$ cat src/rtl/ps2_typed_char_matcher_if.sv
// Controller-side bundle of the typed-character matcher: sequencer inputs and
// keystroke/match/score outputs. The master is the game controller, the slave is the matcher.
interface ps2_typed_char_matcher_if;
  logic       enable;
  logic       load_word;
  logic [7:0] num_char;
  logic [7:0] comparison_data;
  logic       key_valid;
  logic [7:0] key_code;
  logic       get_next_character;
  logic       mismatch;
  logic       word_done;
  logic [7:0] correct_count;
  logic [7:0] error_count;
  logic       frame_error;

  modport master (
    output enable, load_word, num_char, comparison_data,
    input  key_valid, key_code, get_next_character, mismatch,
           word_done, correct_count, error_count, frame_error
  );

  modport slave (
    input  enable, load_word, num_char, comparison_data,
    output key_valid, key_code, get_next_character, mismatch,
           word_done, correct_count, error_count, frame_error
  );
endinterface

$ cat src/rtl/ps2_typed_char_matcher.sv
// PS/2 receiver, make-code filter and keystroke matcher for the typing game.
// Optional macro PS2_PARITY_CHECK_EN: reject frames whose parity bit is not odd.
module ps2_typed_char_matcher #(
  parameter int FILTER_LEN     = 4,
  parameter int TIMEOUT_CYCLES = 50000
) (
  input  logic                     clk,
  input  logic                     resetn,
  input  logic                     ps2_clk,
  input  logic                     ps2_dat,
  ps2_typed_char_matcher_if.slave  mif
);
  localparam int FW = $clog2(FILTER_LEN + 1);
  localparam int TW = $clog2(TIMEOUT_CYCLES + 1);

  typedef enum logic [1:0] {S_IDLE, S_DATA, S_PARITY, S_STOP} state_t;

  logic [1:0]    clk_sync, dat_sync;
  logic          clk_filt, strobe, dat;
  logic [FW-1:0] filt_cnt;
  state_t        state, state_nxt;
  logic [2:0]    bit_cnt;
  logic [7:0]    shreg;
  logic [TW-1:0] tmo_cnt;
  logic          frame_ok, frame_bad, stop_good;
  logic          brk_pend, ext_pend;
  logic          key_valid, get_next, mismatch, word_done, frame_error, load_d;
  logic [7:0]    key_code, correct_count, error_count;

  assign dat = dat_sync[1];

  // Synchronize both lines; the clock must hold a new level FILTER_LEN samples
  // before it counts, and only its falling transition yields a strobe.
  always_ff @(posedge clk) begin
    if (!resetn) begin
      clk_sync <= 2'b11;
      dat_sync <= 2'b11;
      clk_filt <= 1'b1;
      filt_cnt <= '0;
      strobe   <= 1'b0;
    end else begin
      clk_sync <= {clk_sync[0], ps2_clk};
      dat_sync <= {dat_sync[0], ps2_dat};
      strobe   <= 1'b0;
      if (clk_sync[1] == clk_filt) begin
        filt_cnt <= '0;
      end else if (filt_cnt == FW'(FILTER_LEN - 1)) begin
        filt_cnt <= '0;
        clk_filt <= clk_sync[1];
        strobe   <= ~clk_sync[1];
      end else begin
        filt_cnt <= filt_cnt + 1'b1;
      end
    end
  end

`ifdef PS2_PARITY_CHECK_EN
  logic par_bit;
  assign stop_good = dat & (^{shreg, par_bit});
`else
  assign stop_good = dat;
`endif

  always_comb begin
    state_nxt = state;
    frame_ok  = 1'b0;
    frame_bad = 1'b0;
    if (state != S_IDLE && tmo_cnt == TW'(TIMEOUT_CYCLES)) begin
      state_nxt = S_IDLE;
      frame_bad = 1'b1;
    end else if (strobe) begin
      case (state)
        S_IDLE:   if (!dat) state_nxt = S_DATA;
        S_DATA:   if (bit_cnt == 3'd7) state_nxt = S_PARITY;
        S_PARITY: state_nxt = S_STOP;
        S_STOP: begin
          state_nxt = S_IDLE;
          frame_ok  = stop_good;
          frame_bad = ~stop_good;
        end
        default:  state_nxt = S_IDLE;
      endcase
    end
  end

  always_ff @(posedge clk) begin
    if (!resetn) begin
      state       <= S_IDLE;
      bit_cnt     <= '0;
      shreg       <= '0;
      tmo_cnt     <= '0;
      brk_pend    <= 1'b0;
      ext_pend    <= 1'b0;
      key_valid   <= 1'b0;
      key_code    <= '0;
      frame_error <= 1'b0;
`ifdef PS2_PARITY_CHECK_EN
      par_bit     <= 1'b0;
`endif
    end else begin
      state       <= state_nxt;
      tmo_cnt     <= (strobe || state == S_IDLE) ? '0 : tmo_cnt + 1'b1;
      frame_error <= frame_bad;
      key_valid   <= 1'b0;
      if (strobe && state == S_IDLE) bit_cnt <= '0;
      if (strobe && state == S_DATA) begin
        shreg   <= {dat, shreg[7:1]};
        bit_cnt <= bit_cnt + 1'b1;
      end
`ifdef PS2_PARITY_CHECK_EN
      if (strobe && state == S_PARITY) par_bit <= dat;
`endif
      // Prefix bytes arm a flag; the byte after any prefix is swallowed.
      if (frame_ok) begin
        if (shreg == 8'hF0) begin
          brk_pend <= 1'b1;
        end else if (shreg == 8'hE0) begin
          ext_pend <= 1'b1;
        end else if (brk_pend || ext_pend) begin
          brk_pend <= 1'b0;
          ext_pend <= 1'b0;
        end else begin
          key_code  <= shreg;
          key_valid <= 1'b1;
        end
      end
    end
  end

  always_ff @(posedge clk) begin
    if (!resetn) begin
      get_next      <= 1'b0;
      mismatch      <= 1'b0;
      word_done     <= 1'b0;
      correct_count <= '0;
      error_count   <= '0;
      load_d        <= 1'b0;
    end else begin
      get_next <= 1'b0;
      mismatch <= 1'b0;
      load_d   <= mif.load_word;
      // A new word pre-empts any keystroke matched in the same cycle.
      if (mif.load_word) begin
        correct_count <= '0;
        word_done     <= 1'b0;
      end else begin
        if (key_valid && mif.enable && !word_done) begin
          if (key_code == mif.comparison_data) begin
            get_next      <= 1'b1;
            correct_count <= correct_count + 8'd1;
            if (correct_count + 8'd1 == mif.num_char) word_done <= 1'b1;
          end else begin
            mismatch <= 1'b1;
            if (error_count != 8'hFF) error_count <= error_count + 8'd1;
          end
        end
        if (load_d && mif.num_char == 8'd0) word_done <= 1'b1;
      end
    end
  end

  assign mif.key_valid          = key_valid;
  assign mif.key_code           = key_code;
  assign mif.get_next_character = get_next;
  assign mif.mismatch           = mismatch;
  assign mif.word_done          = word_done;
  assign mif.correct_count      = correct_count;
  assign mif.error_count        = error_count;
  assign mif.frame_error        = frame_error;
endmodule

$ cat src/flat_wrapper.sv
// flat-port wrapper written by rule: the top's interface ports become plain ports
module ps2_typed_char_matcher_flat 
#(
  parameter int FILTER_LEN     = 4,
  parameter int TIMEOUT_CYCLES = 50000
)
  (clk, resetn, ps2_clk, ps2_dat, mif_enable, mif_load_word, mif_num_char, mif_comparison_data, mif_key_valid, mif_key_code, mif_get_next_character, mif_mismatch, mif_word_done, mif_correct_count, mif_error_count, mif_frame_error);
  ps2_typed_char_matcher_if mif_i ();
  input  logic clk;
  input  logic resetn;
  input  logic ps2_clk;
  input  logic ps2_dat;
  input wire logic [$bits(mif_i.enable)-1:0] mif_enable;
  input wire logic [$bits(mif_i.load_word)-1:0] mif_load_word;
  input wire logic [$bits(mif_i.num_char)-1:0] mif_num_char;
  input wire logic [$bits(mif_i.comparison_data)-1:0] mif_comparison_data;
  output wire logic [$bits(mif_i.key_valid)-1:0] mif_key_valid;
  output wire logic [$bits(mif_i.key_code)-1:0] mif_key_code;
  output wire logic [$bits(mif_i.get_next_character)-1:0] mif_get_next_character;
  output wire logic [$bits(mif_i.mismatch)-1:0] mif_mismatch;
  output wire logic [$bits(mif_i.word_done)-1:0] mif_word_done;
  output wire logic [$bits(mif_i.correct_count)-1:0] mif_correct_count;
  output wire logic [$bits(mif_i.error_count)-1:0] mif_error_count;
  output wire logic [$bits(mif_i.frame_error)-1:0] mif_frame_error;
  assign mif_i.enable = mif_enable;
  assign mif_i.load_word = mif_load_word;
  assign mif_i.num_char = mif_num_char;
  assign mif_i.comparison_data = mif_comparison_data;
  assign mif_key_valid = mif_i.key_valid;
  assign mif_key_code = mif_i.key_code;
  assign mif_get_next_character = mif_i.get_next_character;
  assign mif_mismatch = mif_i.mismatch;
  assign mif_word_done = mif_i.word_done;
  assign mif_correct_count = mif_i.correct_count;
  assign mif_error_count = mif_i.error_count;
  assign mif_frame_error = mif_i.frame_error;
  ps2_typed_char_matcher #(.FILTER_LEN(FILTER_LEN), .TIMEOUT_CYCLES(TIMEOUT_CYCLES)) u_core (.clk(clk), .resetn(resetn), .ps2_clk(ps2_clk), .ps2_dat(ps2_dat), .mif(mif_i));
endmodule
$ cat config.mk
export PLATFORM = sky130hd
export DESIGN_NAME = ps2_typed_char_matcher_flat
export DESIGN_NICKNAME = d
export VERILOG_FILES = /design/src/rtl/ps2_typed_char_matcher_if.sv /design/src/rtl/ps2_typed_char_matcher.sv /design/src/flat_wrapper.sv
export SDC_FILE = /design/constraint.sdc
export NUM_CORES = 1
export LEC_CHECK = 0
export ABC_AREA = 1
export BUFFER_PORTS_ARGS = -buffer_cell sky130_fd_sc_hd__buf_2
export CORE_ASPECT_RATIO = 0.75
export CORE_MARGIN = 4
export CORE_UTILIZATION = 25
export DETAILED_ROUTE_END_ITERATION = 8
export GPL_ROUTABILITY_DRIVEN = 0
export PLACE_DENSITY = 0.44
export SYNTH_ARGS = -nofsm -noshare
export SYNTH_HDL_FRONTEND = slang
export SYNTH_SLANG_ARGS = --single-unit
$ cat constraint.sdc
create_clock -name clk -period 3.2 [get_ports clk]
set_clock_uncertainty 0.15 [all_clocks]
set_input_delay 0.16 -clock clk [delete_from_list [all_inputs] [get_ports clk]]
set_output_delay 0.16 -clock clk [all_outputs]
set_load 0.03 [all_outputs]
==> flow_metrics.py <==
metrics = {
    "placed_design": {
        "io_buffers": 50,
        "dpl.hpwl_mm": 6.057,
        "placed_cell_area_um2": 3826,
        "pre_cts_slack_ps": 1290,
    },
    "drt": {
        "viasPerCell": 4.337,
        "wl_per_cell_um": 11.47,
        "vias": 3066,
        "drt_pass1_iterations": 4,
        "drt_iter0_markers": 132,
        "wl_mm": 8.110,
        "antenna_left": 0,
        "drc": 0,
    },
    "timing": {
        "slew_headroom": 0.6546,
        "timing.hold.ws_ps": 74.79,
        "post-route-min-period_ps": 1874,
        "setup_viol": 0,
        "fmax_ghz": 0.5335,
        "hold_viol_final": 0,
        "layout_setup_ws_ps": 1326,
        "drv_slew": 0,
        "fin_tns_setup_ps": 0,
        "timing.final.crit_share": 0.5857,
        "tightestPinTransition_ps": 516.1,
        "rsz0062_at_grt": "no",
    },
    "layout": {
        "drive_above_1_share": 0.1511,
        "area_growth_pct": 21.61,
        "fin_nets": 567,
        "fin_area_um2": 4113,
        "fillCellCount": 1448,
        "antenna_cells": 0,
        "utilization": 0.3138,
    },
    "floorplanning": {
        "die_area_um2": 15470,
        "initial_core_util": 0.2580,
        "die_y_um": 108.7,
        "io-pin-count": 51,
        "core_um2": 13110,
        "rows": 36,
        "die_w_um": 142.3,
    },
    "worst_setup_path": {
        "worstPathArrival_ps": 1950,
        "path_class": "flop to flop",
        "r2r-start": "u_core.state[0]",
        "crit_start": "u_core.state[0]",
        "end_kind": "flop",
        "r2r_cells": 9,
        "critPathMaxFanout": 10,
        "rrSetupSlack_ps": 1330,
        "cp.required_ps": 3270,
        "worst_setup_path_start_kind": "flop",
        "endpoint": "u_core.mif.key_code[1]",
        "rr_endpoint": "u_core.mif.key_code[1]",
    },
    "logic_synthesis": {
        "synthCells": 474,
        "synthTopCellsByArea": "dfxtp_1, nand2_1, nor2_1",
        "ys_warn_count": 0,
        "syn_area_um2": 3382,
        "avgSynthCellArea_um2": 7.135,
        "synth_largest_area_cell": "dfxtp_1",
        "synth.top_cell.area_share": 0.4144,
        "ys_ff_latch": 70,
        "syn-num-nets": 508,
        "seq_area_frac_synth": 0.4144,
        "yosysUniqueCellTypes": 37,
    },
    "grt": {
        "grt_antenna_before_repair": 0,
        "grt_pass1_wl_mm": 13.72,
        "grt_max_degree": 25,
        "grt_pass1_vias": 2813,
        "overflow": 0,
        "gr-usage-all-layers": 0.1110,
    },
    "power_and_ir_drop": {
        "ir_worst_vdd_mv": 0.2356,
        "power_density_nw_per_um2": 442.1,
        "leakagePower_uw": 0.001738,
    },
    "cts": {
        "cts_resized": 0,
        "cts_buffers": 9,
        "cts_tree": "built",
        "clock_latency_ps": 340,
        "path_clk_slew_ps": 50,
        "h-tree-depth": 3,
        "cts_root_buffer": "clkbuf_16",
        "clock_path_buffers": 2,
        "cts_sinks": 70,
    },
    "min_path": {
        "min_path_type": "input port to flop",
    },
    "status": {
        "status": "complete, no violations",
    },
    "flow_run": {
        "drv_cap": 0,
    },
}
[cells in the final DEF (no fill, tap or decap), types with 2 or more instances in the layout]
cell type | netlist | layout
nand2_1 | 88 | 88
dfxtp_1 | 70 | 70
nor2_1 | 66 | 66
inv_1 | 64 | 64
buf_2 | 1 | 50
o21ai_0 | 41 | 41
a21oi_1 | 41 | 41
nand3_1 | 29 | 29
ha_1 | 12 | 12
xnor2_1 | 9 | 9
clkbuf_16 | 0 | 9
nor3_1 | 6 | 6
nand4_1 | 4 | 4
or2_2 | 4 | 4
xor2_1 | 4 | 4
a31oi_1 | 3 | 3
nor3_2 | 3 | 3
dlygate4sd3_1 | 0 | 3
nand2_2 | 2 | 2
nand3_2 | 2 | 2
nor3b_1 | 2 | 2
nor2_2 | 2 | 2
nand3b_1 | 2 | 2
nor4_1 | 2 | 2
clkinv_2 | 0 | 2
clkbuf_1 | 2 | 2
[synthesized netlist by cell type, drive strengths merged]
cell type	number
nor2	69
and3	1
nor3b	2
xnor2	9
dfxtp	70
a21oi	41
a31oi	3
clkbuf	2
buf	3
or2	6
inv	66
and2	1
nor4	2
ha	12
nand3	31
o21bai	1
nand3b	2
o21ai	41
o211ai	1
nor3	10
nand2	91
or3	1
nand4	4
xor2	4
nor4b	1
[worst min-delay path by stage]
| stage | endpoint | cells past startpoint | slack, ps | start |
|---|---|---|---|---|
| 6_report | u_core.clk_filt | 2 | 70 | resetn |
| 5_1_grt | u_core.clk_filt | 2 | 110 | resetn |
| 4_1_cts | u_core.clk_filt | 2 | 60 | resetn |
| 3_5_place_dp | u_core.dat_sync[0] | 2 | 210 | ps2_dat |
| 3_3_place_gp | u_core.clk_sync[0] | 2 | 230 | ps2_clk |
| 2_1_floorplan | u_core.load_d | 2 | 100 | mif_load_word |
[sequential cells by signal, summed over array words and instances, names as in the netlist, 2 cells and up]
name and count:
u_core.clk_sync 2, u_core.bit_cnt 3, u_core.tmo_cnt 16, u_core.shreg 8, u_core.mif.key_code 8, u_core.state 2
u_core.mif.error_count 8, u_core.dat_sync 2, u_core.mif.correct_count 8, u_core.filt_cnt 3
[repair_timing]
| action | in CTS | in global routing |
|---|---|---|
| hold buffers | 3 | 0 |
| buffers inserted | 0 | 0 |
| endpoints found under the hold margin | 3 | 0 |
[metrics by stage]
stage          power (uW)  instances
6_report             1818        707
5_1_grt              1903        707
4_1_cts              1861        707
3_5_place_dp        950.5        690
3_3_place_gp        950.5        690
2_1_floorplan       925.1        474
[worst max-delay path, cell delays in order, from the launching register on]
cell and delay (ps):
dfxtp_1 330, inv_1 80, ha_1 310, nor3_2 80, nand3_1 90, nor2_2 60
nor2_2 220, nand2_4 140, o21ai_0 240, nor2_1 60
[cell type report]
type / count / area (um2) / share of cell area
Timing Repair Buffer: 53 / 280.3 / 0.06815
Inverter: 66 / 250.2 / 0.06085
Multi-Input combinational cell: 333 / 1710 / 0.4159
Tap cell: 171 / 214.0 / 0.05202
Clock inverter: 2 / 10.01 / 0.002434
Sequential cell: 70 / 1401 / 0.3407
Clock buffer: 12 / 246.5 / 0.05993
[report_power, final]
part / internal, uW / switching [uW]
sequential: 876 / 1.46
combinational: 24.8 / 32.1
clock: 534 / 350
[metal layers]
layer	share of wire	track usage	vias up
met4	0.016	0.03867	0
met5	0	0	-
met3	0.056	0.03858	14
li1	-	-	1649
met2	0.39	0.1599	48
met1	0.54	0.1537	1355
[logic make-up after synthesis]
logic type | synth area share
XOR/XNOR | 0.03367
adder cells (fa/ha/maj) | 0.04439
buffers and inverters | 0.07991
AO/OA/AOI/OAI | 0.1313
flip-flops | 0.4144
AND/OR/NAND/NOR | 0.2963
(Power assumes the default switching activity.)
